===== config.mk =====
export PLATFORM = sky130hd
export DESIGN_NAME = digiota_bitstream_decim_flat
export DESIGN_NICKNAME = d
export VERILOG_FILES = /design/src/rtl/digiota_bitstream_decim_if.sv /design/src/rtl/digiota_bitstream_decim.sv /design/src/flat_wrapper.sv
export SDC_FILE = /design/constraint.sdc
export NUM_CORES = 1
export LEC_CHECK = 0
export BUFFER_PORTS_ARGS = -buffer_cell sky130_fd_sc_hd__buf_4
export CAP_MARGIN = 25
export CORE_UTILIZATION = 55
export DETAILED_ROUTE_END_ITERATION = 6
export GPL_TIMING_DRIVEN = 0
export PLACE_DENSITY = 0.85
export SLEW_MARGIN = 40
export SYNTH_ARGS = -nofsm -noshare
export SYNTH_HDL_FRONTEND = slang
export SYNTH_SLANG_ARGS = --single-unit

===== constraint.sdc =====
create_clock -name clk -period 1.8 [get_ports clk]
set_clock_uncertainty 0.05 [all_clocks]
set_input_delay 0.27 -clock clk [delete_from_list [all_inputs] [get_ports clk]]
set_output_delay 0.27 -clock clk [all_outputs]
set_load 0.02 [all_outputs]

===== src/rtl/digiota_bitstream_decim_if.sv =====
// Result channel of the OTA bitstream decimator: registered count with a valid/ready
// handshake plus the sticky overrun flag and its clear.
interface digiota_bitstream_decim_if #(
   parameter int CNT_W = 9
);
   logic [CNT_W-1:0] dout;
   logic             dout_valid;
   logic             dout_ready;
   logic             ovr;
   logic             ovr_clr;

   modport master (
      output dout,
      output dout_valid,
      output ovr,
      input  dout_ready,
      input  ovr_clr
   );

   modport slave (
      input  dout,
      input  dout_valid,
      input  ovr,
      output dout_ready,
      output ovr_clr
   );
endinterface


===== src/rtl/digiota_bitstream_decim.sv =====
// Counts ones of the synchronized OTA comparator stream over 2^WIN_LOG2-cycle windows into a
// one-entry output buffer. Define DECIM_GLITCH_FILTER_EN to add a 3-sample majority filter.
module digiota_bitstream_decim #(
   parameter int WIN_LOG2 = 8,
   parameter int CNT_W    = WIN_LOG2 + 1
) (
   input  logic clk,
   input  logic rst,
   input  logic ota_out,
   input  logic en,
   digiota_bitstream_decim_if.master out_if
);

   localparam logic [WIN_LOG2-1:0] WCNT_LAST = '1;
   localparam logic [WIN_LOG2-1:0] WCNT_ONE  = WIN_LOG2'(1);

   logic                s1_reg;
   logic                s2_reg;
   logic                b;
   logic [WIN_LOG2-1:0] wcnt_reg;
   logic [WIN_LOG2-1:0] wcnt_next;
   logic [CNT_W-1:0]    acc_reg;
   logic [CNT_W-1:0]    acc_next;
   logic [CNT_W-1:0]    result;
   logic [CNT_W-1:0]    dout_reg;
   logic [CNT_W-1:0]    dout_next;
   logic                dout_valid_reg;
   logic                dout_valid_next;
   logic                ovr_reg;
   logic                ovr_next;
   logic                close;
   logic                load;

   always_ff @(posedge clk or posedge rst) begin
      if (rst) begin
         s1_reg <= 1'b0;
         s2_reg <= 1'b0;
      end else begin
         s1_reg <= ota_out;
         s2_reg <= s1_reg;
      end
   end

`ifdef DECIM_GLITCH_FILTER_EN
   // s2 plus two delayed copies form the three-sample window; a lone 1 never wins the vote.
   logic [1:0] tap_reg;

   always_ff @(posedge clk or posedge rst) begin
      if (rst) begin
         tap_reg <= '0;
      end else begin
         tap_reg <= {tap_reg[0], s2_reg};
      end
   end

   assign b = (s2_reg & tap_reg[0]) | (s2_reg & tap_reg[1]) | (tap_reg[0] & tap_reg[1]);
`else
   assign b = s2_reg;
`endif

   always_comb begin
      close  = en && (wcnt_reg == WCNT_LAST);
      result = acc_reg + {{(CNT_W-1){1'b0}}, b};
      load   = close && (!dout_valid_reg || out_if.dout_ready);

      // Dropping en clears the window so re-enabling always starts at slot 0.
      wcnt_next = en ? (wcnt_reg + WCNT_ONE) : '0;
      acc_next  = (en && !close) ? result : '0;

      dout_next       = dout_reg;
      dout_valid_next = dout_valid_reg;
      if (load) begin
         dout_next       = result;
         dout_valid_next = 1'b1;
      end else if (dout_valid_reg && out_if.dout_ready) begin
         dout_valid_next = 1'b0;
      end

      // A new overrun takes priority over a simultaneous clear.
      ovr_next = ovr_reg;
      if (close && !load) begin
         ovr_next = 1'b1;
      end else if (out_if.ovr_clr) begin
         ovr_next = 1'b0;
      end
   end

   always_ff @(posedge clk or posedge rst) begin
      if (rst) begin
         wcnt_reg       <= '0;
         acc_reg        <= '0;
         dout_reg       <= '0;
         dout_valid_reg <= 1'b0;
         ovr_reg        <= 1'b0;
      end else begin
         wcnt_reg       <= wcnt_next;
         acc_reg        <= acc_next;
         dout_reg       <= dout_next;
         dout_valid_reg <= dout_valid_next;
         ovr_reg        <= ovr_next;
      end
   end

   assign out_if.dout       = dout_reg;
   assign out_if.dout_valid = dout_valid_reg;
   assign out_if.ovr        = ovr_reg;

endmodule


===== src/flat_wrapper.sv =====
// flat-port wrapper written by rule: the top's interface ports become plain ports
module digiota_bitstream_decim_flat 
#(
   parameter int WIN_LOG2 = 8,
   parameter int CNT_W    = WIN_LOG2 + 1
)
  (clk, rst, ota_out, en, out_if_dout, out_if_dout_valid, out_if_ovr, out_if_dout_ready, out_if_ovr_clr);
  digiota_bitstream_decim_if #(.CNT_W(CNT_W)) out_if_i ();
  input  logic clk;
  input  logic rst;
  input  logic ota_out;
  input  logic en;
  output wire logic [$bits(out_if_i.dout)-1:0] out_if_dout;
  output wire logic [$bits(out_if_i.dout_valid)-1:0] out_if_dout_valid;
  output wire logic [$bits(out_if_i.ovr)-1:0] out_if_ovr;
  input wire logic [$bits(out_if_i.dout_ready)-1:0] out_if_dout_ready;
  input wire logic [$bits(out_if_i.ovr_clr)-1:0] out_if_ovr_clr;
  assign out_if_dout = out_if_i.dout;
  assign out_if_dout_valid = out_if_i.dout_valid;
  assign out_if_ovr = out_if_i.ovr;
  assign out_if_i.dout_ready = out_if_dout_ready;
  assign out_if_i.ovr_clr = out_if_ovr_clr;
  digiota_bitstream_decim #(.WIN_LOG2(WIN_LOG2), .CNT_W(CNT_W)) u_core (.clk(clk), .rst(rst), .ota_out(ota_out), .en(en), .out_if(out_if_i));
endmodule

Yosys cells after proc, flatten, opt, wreduce, memory -nomap -nowiden. Index checks and enable logic that the tools add are counted.

Register bits: 30. Input port bits: 6.

Equality and inequality tests: 1. Multiplexer cells: 6. Reduce and logical (&&, ||, !) cells: 11. $add $sub $neg: 2.

Operator list (count): adder 9 x 1 -> 9 bit (1); 2-to-1 mux 9 bit (1); adder 8 x 1 -> 8 bit (second input constant) (1); == test 8 bit (second input constant) (1); 2-to-1 mux 8 bit (1); logical AND 1 bit (5); 2-to-1 mux 1 bit (4); nonzero test 2 bit (2); zero test 1 bit (3); logical OR 1 bit (1).

Depth between registers and ports, before layout. Gate-level depths: netlist (run 1).

Depth in word-level cells: 6. Gate-level depth with buffers: 6. Gate-level depth less buffers: 5.

Worst setup path before layout (run 1). Ideal clock, no wire load.

Path type: register to register. Start point: register u_core.wcnt_reg[0]. End point: register u_core.dout_reg[2], in the netlist u_core.out_if.dout[2]. Stages on the path, launching flop included: 7. Path slack: 294 ps. Setup time: 130 ps. Data arrival time: 1326 ps. Data required time: 1620 ps. Clock period less this slack: 1506 ps. Path buffers: 2. Path through: dfrtp_1 ha_1 and4_4 buf_6 and3_1 buf_6 mux2i_1.

Word-level cells in the longest chain between the ends: 3.

Ends and longest elaborated chain: start, declared (RTL line digiota_bitstream_decim.sv:20) `logic [WIN_LOG2-1:0] wcnt_reg;`; start signal, assigned (RTL line digiota_bitstream_decim.sv:96) `wcnt_reg <= wcnt_next;`; == test 8 bit (RTL line digiota_bitstream_decim.sv:62) `close = en && (wcnt_reg == WCNT_LAST);`; logical AND 1 bit (RTL line digiota_bitstream_decim.sv:62); logical AND 1 bit (RTL line digiota_bitstream_decim.sv:64) `load = close && (!dout_valid_reg || out_if.dout_ready);`; end signal, assigned (RTL line digiota_bitstream_decim.sv:98) `dout_reg <= dout_next;`; end, declared (RTL line digiota_bitstream_decim.sv:25) `logic [CNT_W-1:0] dout_reg;`.

Every way passes these cells. A chain may end at the register's enable or synchronous reset.

Worst setup path after layout (run 1). Same ends and word-level chain as after synthesis.

==> results of run 1 <==
[final cells by class]
| class | instances | area, sq um | area share |
|---|---|---|---|
| Clock inverter | 2 | 12.51 | 0.008045 |
| Timing Repair Buffer | 18 | 140.1 | 0.09010 |
| Multi-Input combinational cell | 78 | 504.2 | 0.3242 |
| Buffer | 4 | 38.79 | 0.02494 |
| Sequential cell | 30 | 750.7 | 0.4827 |
| Tap cell | 28 | 35.03 | 0.02253 |
| Clock buffer | 6 | 51.30 | 0.03298 |
| Inverter | 6 | 22.52 | 0.01448 |
[per-layer routing]
layer | track usage | wire [microns] | vias up
met2 | 0.4022 | 1303 | 39
met5 | 0 | 0 | -
met4 | 0.1667 | 58 | 0
met1 | 0.2671 | 1027 | 476
met3 | 0.06364 | 145 | 8
li1 | - | - | 470
[power by group through the flow]
stage | logic [mW] | clock network (mW) | registers (mW)
after floorplan | 0.0335 | 0 | 0.706
after global placement | 0.0500 | 0 | 0.707
after detailed placement | 0.0536 | 0 | 0.708
after CTS | 0.0576 | 0.432 | 0.695
after global routing | 0.0683 | 0.464 | 0.696
final | 0.0575 | 0.423 | 0.695
[layout by cell type (no fill, tap or decap), types with 2 or more instances in the layout]
| master | instances |
|---|---|
| dfrtp_1 | 30 |
| buf_4 | 16 |
| a31oi_1 | 10 |
| a21oi_1 | 9 |
| nor2_1 | 9 |
| nand3_1 | 7 |
| nand2_1 | 7 |
| o21ai_0 | 6 |
| or3_1 | 6 |
| inv_1 | 5 |
| clkbuf_4 | 5 |
| xor2_1 | 4 |
| buf_6 | 3 |
| ha_1 | 3 |
| xnor2_1 | 2 |
| mux2_2 | 2 |
| dlygate4sd3_1 | 2 |
[logic make-up after synthesis]
logic type | count (synthesis) | share of synthesized area
compound gates | 28 | 0.1254
xor+xnor | 6 | 0.04019
fa+ha+maj | 3 | 0.02871
buf+inv | 10 | 0.04688
flops | 30 | 0.5742
mux | 3 | 0.02488
simple gates | 38 | 0.1598
[synth_stat cells (2+ instances only)]
cell type | n | area share
nand2_1 | 7 | 0.020
a21oi_1 | 9 | 0.034
dfrtp_1 | 30 | 0.57
or3_1 | 6 | 0.029
nand3_1 | 7 | 0.027
xnor2_1 | 2 | 0.013
buf_6 | 3 | 0.026
inv_1 | 6 | 0.017
a31oi_1 | 10 | 0.048
mux2_2 | 2 | 0.017
xor2_1 | 4 | 0.027
nor2_1 | 9 | 0.026
ha_1 | 3 | 0.029
o21ai_0 | 6 | 0.023
[what timing repair did]
action / in CTS / in global routing
endpoints found under the hold margin: 31 / 0
endpoints found under the setup margin: 0 / 7
hold buffers: 2 / 0
resized for setup: 0 / 1
[worst min-delay path by stage]
stage | from | endpoint | slack, ns
after floorplan | ota_out | u_core.s1_reg$_DFF_PP0_ | 0.25
after global placement | u_core.s1_reg$_DFF_PP0_ | u_core.b$_DFF_PP0_ | 0.28
after detailed placement | u_core.s1_reg$_DFF_PP0_ | u_core.b$_DFF_PP0_ | 0.29
after CTS | out_if_ovr_clr | u_core.out_if.ovr$_DFFE_PP0P_ | 0.07
after global routing | out_if_ovr_clr | u_core.out_if.ovr$_DFFE_PP0P_ | 0.08
final | out_if_ovr_clr | u_core.out_if.ovr$_DFFE_PP0P_ | 0.08
==> impl_metrics.tcl, run 1 <==
set metrics [dict create \
    outcome "finished clean" \
    dp_cells 162 \
    die_width_microns 50.76 \
    cap_violations 0 \
    setup_tns_ns 0 \
    hold_viol 0 \
    rr_worst_depth 6 \
    syn_area_sq_um 1308 \
    cts.sinks 30 \
    hold_slack_ns 0.08057 \
    cp_max_fo 9 \
    cp-start-kind "flop" \
    power.density_nw_per_um2 755.6 \
    grt_usage 0.2415 \
    async_flop_share 1.000 \
    root_buffer "clkbuf_4" \
    post-cts-setup-buffer-count 0 \
    ys_ff_latch 30 \
    stdcell_count 172 \
    drt-initial-drc-count 31 \
    antenna_cells 0 \
    fillers 180 \
    viasPerCell 5.773 \
    seq_area_frac_synth 0.5742 \
    worstHoldPathCells 2 \
    slew_headroom 0.5930 \
    switching_share 0.2373 \
    routedWlPerCell_microns 14.74 \
    cp_common_cell "buf_6" \
    max_stage_delay_ns 0.40 \
    worst_ep_arrival_time_ns 1.82 \
    row_count 17 \
    start_util 0.5854 \
    cp-end-kind "flop" \
    crit_family "simple AND/OR/NAND/NOR gates" \
    finalCritPeriodShare 0.8949 \
    yosys_warnings 0 \
    placement.io_buffers 16 \
    pwr-share-comb 0.049 \
    core_sq_um 2233 \
    clk-insertion-delay-late_ns 0.33 \
    synthToLayoutAreaGrowth_pct 18.95 \
    syn_avg_cell_area_sq_um 11.08 \
    finalSetupViolCount 0 \
    clock_power_share 0.360 \
    path_clk_slew_ns 0.10 \
    rsz0062_at_grt "no" \
    syn-num-nets 127 \
    post-place-ws_ns 0.06382 \
    leakagePower_nw 0.7179 \
    path_cells "ha_1 > and4_4 > buf_6 > and3_1 > buf_6 > mux2i_1" \
    grt_pass1_vias 990 \
    period_needed_ns 1.611 \
    cts_tree "built" \
    fmax_mhz 620.8 \
    fin_util 0.6964 \
    cts_buffer_depth 2 \
    ir_drop_mv 0.7751 \
    reg2reg_from "u_core.wcnt_reg[0]$_DFF_PP0_" \
    antenna_left 0 \
    synthCells 118 \
    synth_flop_cell "dfrtp_1" \
    cts_max_level 2 \
    p_seq_frac 0.591 \
    ys_types 28 \
    regToRegEndpoint "u_core.out_if.dout[2]$_DFFE_PP0P_" \
    grt_pass1_wl_microns 4291 \
    nNetsFinal 152 \
    path_class "reg -> reg" \
    power.total_mw 1.175 \
    fin_area_sq_um 1555 \
    cts_buffers 5 \
    hpwlAfterDp_microns 1680 \
    worstMarginPinSlew_ns 0.6097 \
    critPathBufInv 2 \
    rrSetupSlack_ns 0.19 \
    cp.depth 6 \
    critPathRequiredTime_ns 2.01 \
    grt_max_degree 31 \
    place_area_sq_um 1463 \
    route.vias.total 993 \
    wirelength_microns 2535 \
    synth_edf_count 0 \
    antenna_found_initial 0 \
    fin_ws_ns 0.1892 \
    dieHeight_microns 50.76 \
    ioPinCount 17 \
    place_congestion 0.8512 \
    drcViolationCount 0 \
    cp-endpoint "u_core.out_if.dout[2]$_DFFE_PP0P_" \
    critPathLaunch "u_core.wcnt_reg[0]$_DFF_PP0_" \
    drv_slew 0 \
    drive_gt1_frac 0.2431 \
    intPower_uw 896.2 \
    p_sw_uw 278.9 \
    grt-ovfl-total 0 \
    min_path_type "in -> reg" \
    dr.pass1.iters 4 \
    die_area_sq_um 2576 \
    worst_path_max_delay_cell "dfrtp_1" \
]
(Power assumes the default switching activity.)
==> run 2: changes to the inputs <==
==> constraint.sdc (replaced) <==
create_clock -name clk -period 1.8 [get_ports clk]
set_clock_uncertainty 0.05 [all_clocks]
set_input_delay 0.54 -clock clk [delete_from_list [all_inputs] [get_ports clk]]
set_output_delay 0.54 -clock clk [all_outputs]
set_load 0.02 [all_outputs]
==> impl_metrics.tcl, run 2 (synthesis results as in run 1) <==
set metrics [dict create \
    path_clk_slew_ns 0.09 \
    min_path_type "in -> async" \
    critPathRequiredTime_ns 2.01 \
    drt-initial-drc-count 31 \
    dieHeight_microns 50.76 \
    placement.io_buffers 16 \
    worst_ep_arrival_time_ns 1.82 \
    antenna_left 0 \
    antenna_found_initial 0 \
    worst_path_max_delay_cell "dfrtp_1" \
    max_stage_delay_ns 0.40 \
    crit_family "simple AND/OR/NAND/NOR gates" \
    antenna_cells 0 \
    finalSetupViolCount 0 \
    cts_max_level 2 \
    clk-insertion-delay-late_ns 0.33 \
    cts_tree "built" \
    intPower_uw 893.4 \
    critPathBufInv 2 \
    clock_power_share 0.360 \
    p_sw_uw 275.4 \
    outcome "finished clean" \
    period_needed_ns 1.614 \
    route.vias.total 986 \
    die_area_sq_um 2576 \
    row_count 17 \
    rrSetupSlack_ns 0.19 \
    core_sq_um 2233 \
    path_cells "ha_1 > and4_4 > buf_6 > and3_1 > buf_6 > mux2i_1" \
    die_width_microns 50.76 \
    grt_max_degree 31 \
    drcViolationCount 0 \
    cp-start-kind "flop" \
    power.density_nw_per_um2 761.3 \
    cp_max_fo 9 \
    regToRegEndpoint "u_core.out_if.dout[2]$_DFFE_PP0P_" \
    cp.depth 6 \
    rr_worst_depth 6 \
    switching_share 0.2357 \
    reg2reg_from "u_core.wcnt_reg[0]$_DFF_PP0_" \
    hold_buffers 0 \
    leakagePower_nw 0.7096 \
    cp-endpoint "u_core.out_if.dout[2]$_DFFE_PP0P_" \
    viasPerCell 5.800 \
    grt_usage 0.2389 \
    cp-end-kind "flop" \
    drv_slew 0 \
    ioPinCount 17 \
    cp_common_cell "buf_6" \
    fmax_mhz 619.6 \
    power.total_mw 1.169 \
    place_congestion 0.8512 \
    wirelength_microns 2494 \
    worstMarginPinSlew_ns 0.6105 \
    finalCritPeriodShare 0.8967 \
    grt_pass1_wl_microns 4236 \
    pwr-share-comb 0.046 \
    p_seq_frac 0.594 \
    grt-ovfl-total 0 \
    critPathLaunch "u_core.wcnt_reg[0]$_DFF_PP0_" \
    drive_gt1_frac 0.2465 \
    hpwlAfterDp_microns 1680 \
    ir_drop_mv 0.7653 \
    routedWlPerCell_microns 14.67 \
    path_class "reg -> reg" \
    dr.pass1.iters 4 \
    rsz0062_at_grt "no" \
    hold_viol 0 \
    start_util 0.5854 \
    root_buffer "clkbuf_4" \
    nNetsFinal 150 \
    synthToLayoutAreaGrowth_pct 17.42 \
    final_common_cell "dfrtp_1" \
    layout_common_cells "30 x dfrtp_1, 16 x buf_4, 10 x a31oi_1" \
    grt_pass1_vias 973 \
    fin_util 0.6874 \
    cap_violations 0 \
    cts_buffers 5 \
    cts_buffer_depth 2 \
    slew_headroom 0.5924 \
    setup_tns_ns 0 \
    cts.sinks 30 \
]
## run 2: cell count changes in the layout (fill, tap and decap cells not counted), sizes merged
| cell | before | now |
|---|---|---|
| dlygate4sd3 | 2 | 0 |
## run 2: layout make-up
cell class | count | area, sq um
flip-flops and latches | 30 | 750.7
fillers | 182 | 698.2
multi-input cells | 78 | 504.2
repair buffers | 16 | 120.1
clock buffers | 6 | 51.30
plain buffers | 4 | 38.79
well taps | 28 | 35.03
inverters | 6 | 22.52
clock inverters | 2 | 12.51
## run 2: per-stage QoR
step           setup WS (ns)  std cells  area, sq um  hold WS, ns
5_1_grt               0.1003        170         1535       0.2350
3_3_place_gp          0.1431        162         1463       0.2848
2_1_floorplan         0.2945        118         1308       0.2812
4_1_cts              0.04640        170         1526       0.2473
6_report              0.1859        170         1535       0.2331
3_5_place_dp         0.06382        162         1463       0.2913
## run 2: worst min-delay path by stage
stage	start	end	slack [ns]	cells past startpoint
global route	ota_out	u_core.s1_reg$_DFF_PP0_	0.23	1
global placement	u_core.s1_reg$_DFF_PP0_	u_core.b$_DFF_PP0_	0.28	0
floorplan	u_core.s1_reg$_DFF_PP0_	u_core.b$_DFF_PP0_	0.28	0
CTS	rst	u_core.acc_reg[5]$_DFF_PP0_	0.25	2
finish	rst	u_core.out_if.dout[0]$_DFFE_PP0P_	0.23	2
detailed placement	u_core.s1_reg$_DFF_PP0_	u_core.b$_DFF_PP0_	0.29	0
## run 2: layer usage
layer	vias up	part of all wire	GRT usage
li1	466	-	-
met1	473	0.40	0.2671
met2	41	0.52	0.3933
met3	6	0.061	0.06364
met4	0	0.022	0.1667
met5	-	0	0
## run 2: power by group through the flow
| stage | Clock, mW | Combinational [mW] | Sequential [mW] |
|---|---|---|---|
| floorplan | 0 | 0.0335 | 0.706 |
| global placement | 0 | 0.0500 | 0.707 |
| detailed placement | 0 | 0.0536 | 0.708 |
| CTS | 0.432 | 0.0542 | 0.695 |
| global route | 0.464 | 0.0647 | 0.696 |
| finish | 0.420 | 0.0541 | 0.695 |
## run 2: what timing repair did
action                                  in CTS  in global routing
endpoints found under the setup margin       0                  7
endpoints found under the hold margin        0                  0
resized for setup                            0                  1
setup buffers                                0                  0
==> run 3: changes to the inputs <==
--- a/config.mk
+++ b/config.mk
@@ -5,12 +5,13 @@
 export SDC_FILE = /design/constraint.sdc
 export NUM_CORES = 1
 export LEC_CHECK = 0
+export ABC_AREA = 1
 export BUFFER_PORTS_ARGS = -buffer_cell sky130_fd_sc_hd__buf_4
 export CAP_MARGIN = 25
-export CORE_UTILIZATION = 55
+export CORE_UTILIZATION = 56
 export DETAILED_ROUTE_END_ITERATION = 6
 export GPL_TIMING_DRIVEN = 0
-export PLACE_DENSITY = 0.85
+export PLACE_DENSITY = 0.86
 export SLEW_MARGIN = 40
 export SYNTH_ARGS = -nofsm -noshare
 export SYNTH_HDL_FRONTEND = slang
==> impl_metrics.tcl, run 3 <==
set metrics [dict create \
    netlist_top_cells_area "dfrtp_1 55%, nand2_1 14%, inv_1 5.2%" \
    period_needed_ns 1.569 \
    ys_top_cells_by_count "53 x nand2_1, 30 x dfrtp_1, 19 x inv_1" \
    cp_max_fo 4 \
    clk-insertion-delay-late_ns 0.33 \
    fillers 188 \
    hold_slack_ns 0.2208 \
    wirelength_microns 2420 \
    post-cts-setup-buffer-count 0 \
    placement.io_buffers 15 \
    grt_usage 0.2243 \
    ioPinCount 17 \
    p_seq_frac 0.598 \
    slew_headroom 0.6032 \
    nNetsFinal 190 \
    antenna_left 0 \
    syn-num-nets 168 \
    layout_common_cells "53 x nand2_1, 30 x dfrtp_1, 18 x inv_1" \
    finalSetupViolCount 0 \
    critPathLaunch "u_core.acc_reg[0]$_DFF_PP0_" \
    synth_flop_cell "dfrtp_1" \
    core_sq_um 2255 \
    min_path_type "in -> async" \
    worst_ep_arrival_time_ns 1.74 \
    finalCritPeriodShare 0.8718 \
    rr_worst_depth 7 \
    routedWlPerCell_microns 11.52 \
    die_width_microns 51.53 \
    rsz0062_at_grt "no" \
    antenna_found_initial 0 \
    dr.pass1.iters 4 \
    yosys_warnings 0 \
    p_sw_uw 268.2 \
    cp-end-kind "flop" \
    synthCells 159 \
    cp-start-kind "flop" \
    leakagePower_nw 0.8229 \
    ys_ff_latch 30 \
    cap_violations 0 \
    worstMarginPinSlew_ns 0.5944 \
    syn_area_sq_um 1374 \
    cts_buffer_depth 2 \
    cts_buffers 5 \
    power.density_nw_per_um2 733.8 \
    grt_pass1_wl_microns 4091 \
    drv_slew 0 \
    ir_drop_mv 0.6553 \
    outcome "finished clean" \
    antenna_cells 0 \
    synth_most_common_cell "nand2_1" \
    path_clk_slew_ns 0.10 \
    cts.sinks 30 \
    fin_util 0.7014 \
    async_flop_share 1.000 \
    cts_resized 0 \
    grt-ovfl-total 0 \
    die_area_sq_um 2655 \
    fin_area_sq_um 1582 \
    switching_share 0.2311 \
    grt_max_degree 31 \
    pwr-share-comb 0.046 \
    critPathRequiredTime_ns 1.97 \
    viasPerCell 5.062 \
    place_congestion 0.8190 \
    synth_edf_count 0 \
    yosysTopAreaCellShare 0.5464 \
    synthToLayoutAreaGrowth_pct 15.12 \
    fmax_mhz 637.2 \
    power.total_mw 1.160 \
    syn_avg_cell_area_sq_um 8.640 \
    final_common_cell "nand2_1" \
    cts_tree "built" \
    ys_types 20 \
    yosysTopAreaCell "dfrtp_1" \
    start_util 0.6093 \
    drcViolationCount 0 \
    row_count 17 \
    hold_buffers 0 \
    clock_power_share 0.357 \
    reg2reg_from "u_core.acc_reg[0]$_DFF_PP0_" \
    hold_viol 0 \
    drive_gt1_frac 0.1868 \
    hpwlAfterDp_microns 1738 \
    seq_area_frac_synth 0.5464 \
    drt-initial-drc-count 29 \
    root_buffer "clkbuf_4" \
    grt_pass1_vias 1019 \
    dieHeight_microns 51.53 \
    regToRegEndpoint "u_core.out_if.dout[6]$_DFFE_PP0P_" \
    setup_tns_ns 0 \
    route.vias.total 1063 \
    cts_max_level 2 \
    path_class "reg -> reg" \
    intPower_uw 892.3 \
    rrSetupSlack_ns 0.23 \
    place_area_sq_um 1521 \
]
## run 3: cell count changes after synthesis, moves of 3 or more
cell / before / now
nor2_1: 9 / 17
or3_1: 6 / 0
a31oi_1: 10 / 0
nand2_2: 1 / 4
nand2_1: 7 / 53
buf_6: 3 / 0
inv_1: 6 / 19
## run 3: cells by family after synthesis
family / count (synthesis) / synth area share
XOR/XNOR: 3 / 0.01913
buffers and inverters: 21 / 0.05828
adder cells (fa/ha/maj): 3 / 0.02733
AND/OR/NAND/NOR: 88 / 0.2969
flip-flops: 30 / 0.5464
AO/OA/AOI/OAI: 14 / 0.05191
## run 3: worst max-delay path by stage
stage	to	cells past startpoint	slack [ns]
floorplan	u_core.out_if.dout[6]$_DFFE_PP0P_	8	0.48
CTS	u_core.out_if.dout[6]$_DFFE_PP0P_	7	0.24
finish	u_core.out_if.dout[6]$_DFFE_PP0P_	7	0.23
global placement	u_core.out_if.dout[4]$_DFFE_PP0P_	2	0.18
detailed placement	u_core.out_if.dout[6]$_DFFE_PP0P_	7	0.29
global route	u_core.out_if.dout[6]$_DFFE_PP0P_	7	0.07
## run 3: metal layers
layer | vias to the layer above | GRT usage | wire [microns]
met4 | 0 | 0.1667 | 53
met5 | - | 0 | 0
met2 | 36 | 0.3463 | 1200
met3 | 8 | 0.09064 | 168
li1 | 532 | - | -
met1 | 487 | 0.2470 | 997
## run 3: final cells by class
cell class | count | area [sq um] | share of cell area
inverters | 20 | 75.07 | 0.04747
clock inverters | 1 | 5.005 | 0.003165
well taps | 28 | 35.03 | 0.02215
flip-flops and latches | 30 | 750.7 | 0.4747
plain buffers | 1 | 5.005 | 0.003165
repair buffers | 15 | 112.6 | 0.07120
multi-input cells | 108 | 543.0 | 0.3434
clock buffers | 7 | 55.05 | 0.03481
## run 3: power groups by stage
stage,Sequential [mW],Combinational [mW],Clock (mW)
global route,0.695,0.0615,0.447
CTS,0.694,0.0545,0.430
floorplan,0.704,0.0379,0
global placement,0.705,0.0516,0
finish,0.694,0.0532,0.414
detailed placement,0.707,0.0545,0
## run 3: critical path, cell delays in order, from the launching register on
cell and delay [ns]:
dfrtp_1 0.35, ha_1 0.21, ha_1 0.22, nand3_1 0.15, o21ai_0 0.26, nand2_1 0.09
nand2_1 0.07, nand2_1 0.05
## run 3: stage by stage
step / instances / worst slack (ns)
floorplan: 159 / 0.4825
global placement: 202 / 0.1810
detailed placement: 202 / 0.2894
CTS: 210 / 0.2392
global route: 210 / 0.06920
finish: 210 / 0.2307
